--- src/rtl/alien_march_sequencer_if.sv ---
// alien_march_sequencer_if: step-command bundle between the march sequencer and AliensMotion.
// master = sequencer (issues motion), slave = the swarm/game side feeding status back.
interface alien_march_sequencer_if #(parameter int PW = 24);
    logic enable;
    logic canLeft;
    logic canRight;
    logic killingAlien;
    logic victory;
    logic defeat;
    logic [1:0] motion;
    logic stepPulse;
    logic dirLeft;
    logic [PW-1:0] period;
    modport master (
        input enable, canLeft, canRight, killingAlien, victory, defeat,
        output motion, stepPulse, dirLeft, period
    );
    modport slave (
        output enable, canLeft, canRight, killingAlien, victory, defeat,
        input motion, stepPulse, dirLeft, period
    );
endinterface

--- src/rtl/alien_march_sequencer.sv ---
// alien_march_sequencer: issues one-cycle LEFT/RIGHT/DOWN swarm steps, speeding up on each kill.
// motion codes: 0=none, 1=LEFT, 2=RIGHT, 3=DOWN.
module alien_march_sequencer #(
    parameter int TICK_DIV    = 2000000,
    parameter int MIN_DIV     = 200000,
    parameter int SPEEDUP_DIV = 50000,
    parameter int PW          = 24
) (
    input logic clk,
    input logic reset,
    alien_march_sequencer_if.master bus
);
    typedef enum logic [1:0] {IDLE, MARCH, HALT} stateT;
    // One bit wider than the period so a shrink below zero saturates instead of wrapping.
    localparam logic [PW:0] SHRINK_FLOOR = (PW+1)'(MIN_DIV + SPEEDUP_DIV);
    stateT state;
    logic [PW-1:0] cnt;
    logic killPrev;
    logic stop;
    logic killEvent;
    logic termCnt;
    logic blocked;
    logic [PW-1:0] shrunk;
    always_comb begin
        stop = bus.victory | bus.defeat;
        killEvent = bus.killingAlien & ~killPrev & (state != HALT);
        termCnt = cnt >= bus.period - 1'b1;
        blocked = bus.dirLeft ? ~bus.canLeft : ~bus.canRight;
        shrunk = ({1'b0, bus.period} < SHRINK_FLOOR) ? PW'(MIN_DIV) : bus.period - PW'(SPEEDUP_DIV);
    end
    always_ff @(posedge clk or negedge reset) begin
        if (!reset) begin
            state <= IDLE;
            cnt <= '0;
            killPrev <= 1'b0;
            bus.motion <= 2'd0;
            bus.stepPulse <= 1'b0;
            bus.dirLeft <= 1'b0;
            bus.period <= PW'(TICK_DIV);
        end else begin
            killPrev <= bus.killingAlien;
            bus.motion <= 2'd0;
            bus.stepPulse <= 1'b0;
            if (killEvent)
                bus.period <= shrunk;
            // Halting wins over a step decided in the same cycle.
            if (stop) begin
                state <= HALT;
                cnt <= '0;
            end else begin
                case (state)
                    IDLE: begin
                        cnt <= '0;
                        if (bus.enable)
                            state <= MARCH;
                    end
                    MARCH: begin
                        if (!bus.enable) begin
                            state <= IDLE;
                            cnt <= '0;
                        end else if (termCnt) begin
                            cnt <= '0;
                            bus.motion <= blocked ? 2'd3 : (bus.dirLeft ? 2'd1 : 2'd2);
                            bus.stepPulse <= 1'b1;
                            if (blocked)
                                bus.dirLeft <= ~bus.dirLeft;
                        end else begin
                            cnt <= cnt + 1'b1;
                        end
                    end
                    default: cnt <= '0;
                endcase
            end
        end
    end
endmodule

--- src/flat_wrapper.sv ---
// flat-port wrapper written by rule: the top's interface ports become plain ports
module alien_march_sequencer_flat 
#(
    parameter int TICK_DIV    = 2000000,
    parameter int MIN_DIV     = 200000,
    parameter int SPEEDUP_DIV = 50000,
    parameter int PW          = 24
)
  (clk, reset, bus_enable, bus_canLeft, bus_canRight, bus_killingAlien, bus_victory, bus_defeat, bus_motion, bus_stepPulse, bus_dirLeft, bus_period);
  alien_march_sequencer_if #(.PW(PW)) bus_i ();
  input logic clk;
  input logic reset;
  input wire logic [$bits(bus_i.enable)-1:0] bus_enable;
  input wire logic [$bits(bus_i.canLeft)-1:0] bus_canLeft;
  input wire logic [$bits(bus_i.canRight)-1:0] bus_canRight;
  input wire logic [$bits(bus_i.killingAlien)-1:0] bus_killingAlien;
  input wire logic [$bits(bus_i.victory)-1:0] bus_victory;
  input wire logic [$bits(bus_i.defeat)-1:0] bus_defeat;
  output wire logic [$bits(bus_i.motion)-1:0] bus_motion;
  output wire logic [$bits(bus_i.stepPulse)-1:0] bus_stepPulse;
  output wire logic [$bits(bus_i.dirLeft)-1:0] bus_dirLeft;
  output wire logic [$bits(bus_i.period)-1:0] bus_period;
  assign bus_i.enable = bus_enable;
  assign bus_i.canLeft = bus_canLeft;
  assign bus_i.canRight = bus_canRight;
  assign bus_i.killingAlien = bus_killingAlien;
  assign bus_i.victory = bus_victory;
  assign bus_i.defeat = bus_defeat;
  assign bus_motion = bus_i.motion;
  assign bus_stepPulse = bus_i.stepPulse;
  assign bus_dirLeft = bus_i.dirLeft;
  assign bus_period = bus_i.period;
  alien_march_sequencer #(.TICK_DIV(TICK_DIV), .MIN_DIV(MIN_DIV), .SPEEDUP_DIV(SPEEDUP_DIV), .PW(PW)) u_core (.clk(clk), .reset(reset), .bus(bus_i));
endmodule
--- config.mk ---
export PLATFORM = sky130hd
export DESIGN_NAME = alien_march_sequencer_flat
export DESIGN_NICKNAME = d
export VERILOG_FILES = /design/src/rtl/alien_march_sequencer_if.sv /design/src/rtl/alien_march_sequencer.sv /design/src/flat_wrapper.sv
export SDC_FILE = /design/constraint.sdc
export NUM_CORES = 1
export LEC_CHECK = 0
export ABC_AREA = 1
export CAP_MARGIN = 20
export CORE_MARGIN = 2
export CORE_UTILIZATION = 58
export DETAILED_ROUTE_END_ITERATION = 10
export PLACE_DENSITY = 0.77
export SYNTH_ARGS = -nofsm -noshare
export SYNTH_HDL_FRONTEND = slang
export SYNTH_SLANG_ARGS = --single-unit
--- constraint.sdc ---
create_clock -name clk -period 3.85 [get_ports clk]
set_clock_uncertainty 0.15 [all_clocks]
set_input_delay 0.77 -clock clk [delete_from_list [all_inputs] [get_ports clk]]
set_output_delay 0.77 -clock clk [all_outputs]
set_load 0.02 [all_outputs]
==> run_results.csv <==
group,metric,value,unit
cells_and_area,stdcell_area,4190,um^2
grt,grt_overflow_total,0,
timing,worst_slew_pin_slew,653,ps
logic_synthesis,synth_top_flop_cell,"dfrtp_1",
cells_and_area,syn2layout_area_growth,12.6,%
critical_path,cpMaxStageDelayCell,"dfrtp_1",
floorplan,initial_core_util,59.2,%
routing,routed_wl,7.86,mm
logic_synthesis,yosys.area.top_type,"dfrtp_1",
routing,drtPass1Iterations,4,
power,p_sw_share,23.8,%
timing,final-setup-viol-count,0,
power,p_switching,0.238,mW
routing,vias,3185,
grt,grt_pass1_wl,14.0,mm
critical_path,worstSetupPathType,"reg2reg",
floorplan,std_cell_rows,29,
timing,rsz0062_at_grt,"no",
floorplan,fp.dieW,84.1,um
grt,met1_usage,31.8,%
logic_synthesis,netlist_instances,491,
timing,max_freq,314,MHz
logic_synthesis,ys_ff_latch,51,
cells_and_area,n_antenna_cell,0,
power,intPower,0.762,mW
cells_and_area,fillers,555,
power,total_power,1.00,mW
timing,finalCritPeriodShare,82.6,%
grt,first_global_vias,3138,
logic_synthesis,synth_cell_types,39,
logic_synthesis,synth_area,3720,um^2
grt,grt_max_degree,30,
placed_design,place_hpwl,6.25,mm
min_path,hold_path.class,"in2async",
cells_and_area,drive_above_1_share,11.6,%
critical_path,reg2reg_slack,670,ps
run,max-cap-violations,0,
logic_synthesis,synth_warnings,0,
placed_design,place_area,4070,um^2
placed_design,port_buffers,31,
timing,period_minus_slack,3180,ps
routing,ant_nets,0,
routing,drt-initial-drc-count,143,
power,combPwrFrac,7.3,%
placed_design,routabilityCongestion,0.961,
power,powerDensity,239,nW/um^2
logic_synthesis,synth_edf_count,0,
timing,slew_headroom,56.5,%
clock_network,cts_tree,"done",
critical_path,slowest_delay,430,ps
critical_path,worstSetupStartpoint,"u_core.bus.period[4]",
grt,top_usage_layer,"met2",
cells_and_area,multiInputGateArea,2120,um^2
logic_synthesis,synth_top_area_share,29.6,%
status,run_status,"completed",
critical_path,crit_arrival,3220,ps
critical_path,crit_fanout,17,
grt,met3_usage,3.56,%
power,pwr-share-seq,54.9,%
logic_synthesis,synth.top_cells.by_count,"nand2_1 (113), nor2_1 (67), inv_1 (61)",
floorplan,core,6280,um^2
critical_path,worst_setup_path_end_kind,"flip-flop",
timing,setup-tns-final,0,ps
logic_synthesis,synth.avg_cell_area,7.57,um^2
clock_network,cts_buffers,5,
cells_and_area,fin_nets,557,
clock_network,root_buffer,"clkbuf_8",
timing,hold_viol,0,
clock_network,ctsResizeCount,0,
logic_synthesis,async_flop_share,100,%
critical_path,worstPathCellList,"inv_1 > ha_1 > nand2_1 > nor3_2 > nand2_1 > nor2_1 > nand3_1 > xnor2_1 > inv_1 > ha_1 > nand2_1 > nor2_1 > nand2_1 > nor2_1 > nand2_4 > nand4_4 > nor2_1",
clock_network,clk_latency,310,ps
floorplan,die_h,84.1,um
routing,drc,0,
power,power_frac_clock,37.8,%
logic_synthesis,ys_top_cells_by_area,"dfrtp_1 (30%), nand2_1 (11%), ha_1 (8.1%)",
clock_network,post_cts_buffers,0,
timing,drv_slew,0,
grt,use_met2,40.9,%
routing,viasPerCell,5.28,
critical_path,required,3890,ps
critical_path,critical-path-top-delay-family,"simple AND/OR/NAND/NOR gates",
logic_synthesis,ys_seq_area_share,34.6,%
clock_network,clk_path_buf_depth,2,
critical_path,r2r_start,"u_core.bus.period[4]",
clock_network,path_clk_slew,100,ps
critical_path,cp-start-kind,"flip-flop",
floorplan,io_pins,36,
clock_network,cts_max_level,2,
grt,grt_use_total,24.1,%
power,p_leak,1.95,nW
routing,wl_per_cell,13.0,um
power,ir_worst_vdd,0.000214,V
grt,antenna_found_initial,0,
clock_network,clkSinkCount,51,
clock_network,holdBufCountCts,0,
cells_and_area,register_area,1280,um^2
floorplan,dieArea,7070,um^2
timing,hold_slack,328,ps
logic_synthesis,yosysMostFrequentCell,"nand2_1",
critical_path,cp_num_buf_inv,2,
## cells by family (layout without fill, tap and decap cells)
family / count (synthesis) / after routing / share of synthesized area (%)
AND/OR/NAND/NOR: 265 / 265 / 34.4
buffers and inverters: 77 / 109 / 8.79
flip-flops: 51 / 51 / 34.6
AO/OA/AOI/OAI: 38 / 38 / 5.79
XOR/XNOR: 35 / 35 / 8.25
adder cells (fa/ha/maj): 24 / 24 / 8.08
other: 1 / 4 / 0.101
## final timing paths
| kind | cells after the start | end |
|---|---|---|
| max | 17 | u_core.cnt[14] |
| min | 1 | u_core.cnt[10] |
| max reg2reg | 17 | u_core.cnt[14] |
| min reg2reg | 1 | u_core.cnt[0] |
| max in group asynchronous | 2 | u_core.bus.period[7] |
| min in group clk | 1 | u_core.cnt[0] |
## placed cells by master (no fill, tap or decap), types with 4 or more instances in the layout
| cell | synthesis | final |
|---|---|---|
| nand3_1 | 25 | 25 |
| o21ai_1 | 4 | 4 |
| o21ai_0 | 11 | 11 |
| dfstp_2 | 7 | 7 |
| nor2_1 | 67 | 67 |
| nand3b_1 | 5 | 5 |
| clkdlybuf4s50_1 | 0 | 30 |
| nand4_1 | 10 | 10 |
| clkbuf_8 | 0 | 5 |
| nor2_2 | 16 | 16 |
| inv_2 | 7 | 7 |
| a21oi_1 | 13 | 13 |
| ha_1 | 24 | 24 |
| nand2_1 | 113 | 113 |
| inv_1 | 61 | 61 |
| conb_1 | 1 | 4 |
| nand3_2 | 4 | 4 |
| dfrtp_1 | 44 | 44 |
| xnor2_1 | 6 | 6 |
| nor2_4 | 4 | 4 |
| xor2_1 | 29 | 29 |
| nor3_1 | 9 | 9 |
## routing by layer
layer / up-vias / routed length, um
met2: 76 / 3850
met4: 0 / 105
met3: 9 / 309
met5: - / 0
li1: 1614 / -
met1: 1486 / 3600
## final cells by class
cell class                 instances  area share [%]
tap                               77            2.30
multi-input combinational        366            50.6
clock buffer                       5            1.64
timing repair buffer              32            7.47
clock inverter                     3            1.05
inverter                          69            6.25
sequential                        51            30.7
## per-stage QoR
stage / setup slack [ps] / instances / util [%]
after floorplan: 806 / 494 / -
after global placement: 764 / 595 / 64.9
after detailed placement: 671 / 595 / 64.9
after CTS: 656 / 603 / 66.7
after global routing: 177 / 603 / 66.7
final: 669 / 603 / 66.7
## power groups by stage
stage,Sequential (mW),Combinational [mW],Clock [mW]
CTS,0.549,0.0744,0.389
detailed placement,0.560,0.0739,0
global route,0.551,0.0822,0.404
finish,0.550,0.0731,0.378
global placement,0.559,0.0726,0
floorplan,0.564,0.0379,0
## registers in the layout (all words and copies together) (netlist names)
name	flops
u_core.state	2
u_core.cnt	24
u_core.killPrev	1
u_core.bus.dirLeft	1
u_core.bus.stepPulse	1
u_core.bus.motion	2
u_core.bus.period	20
Power figures use the tool's default switching activity.
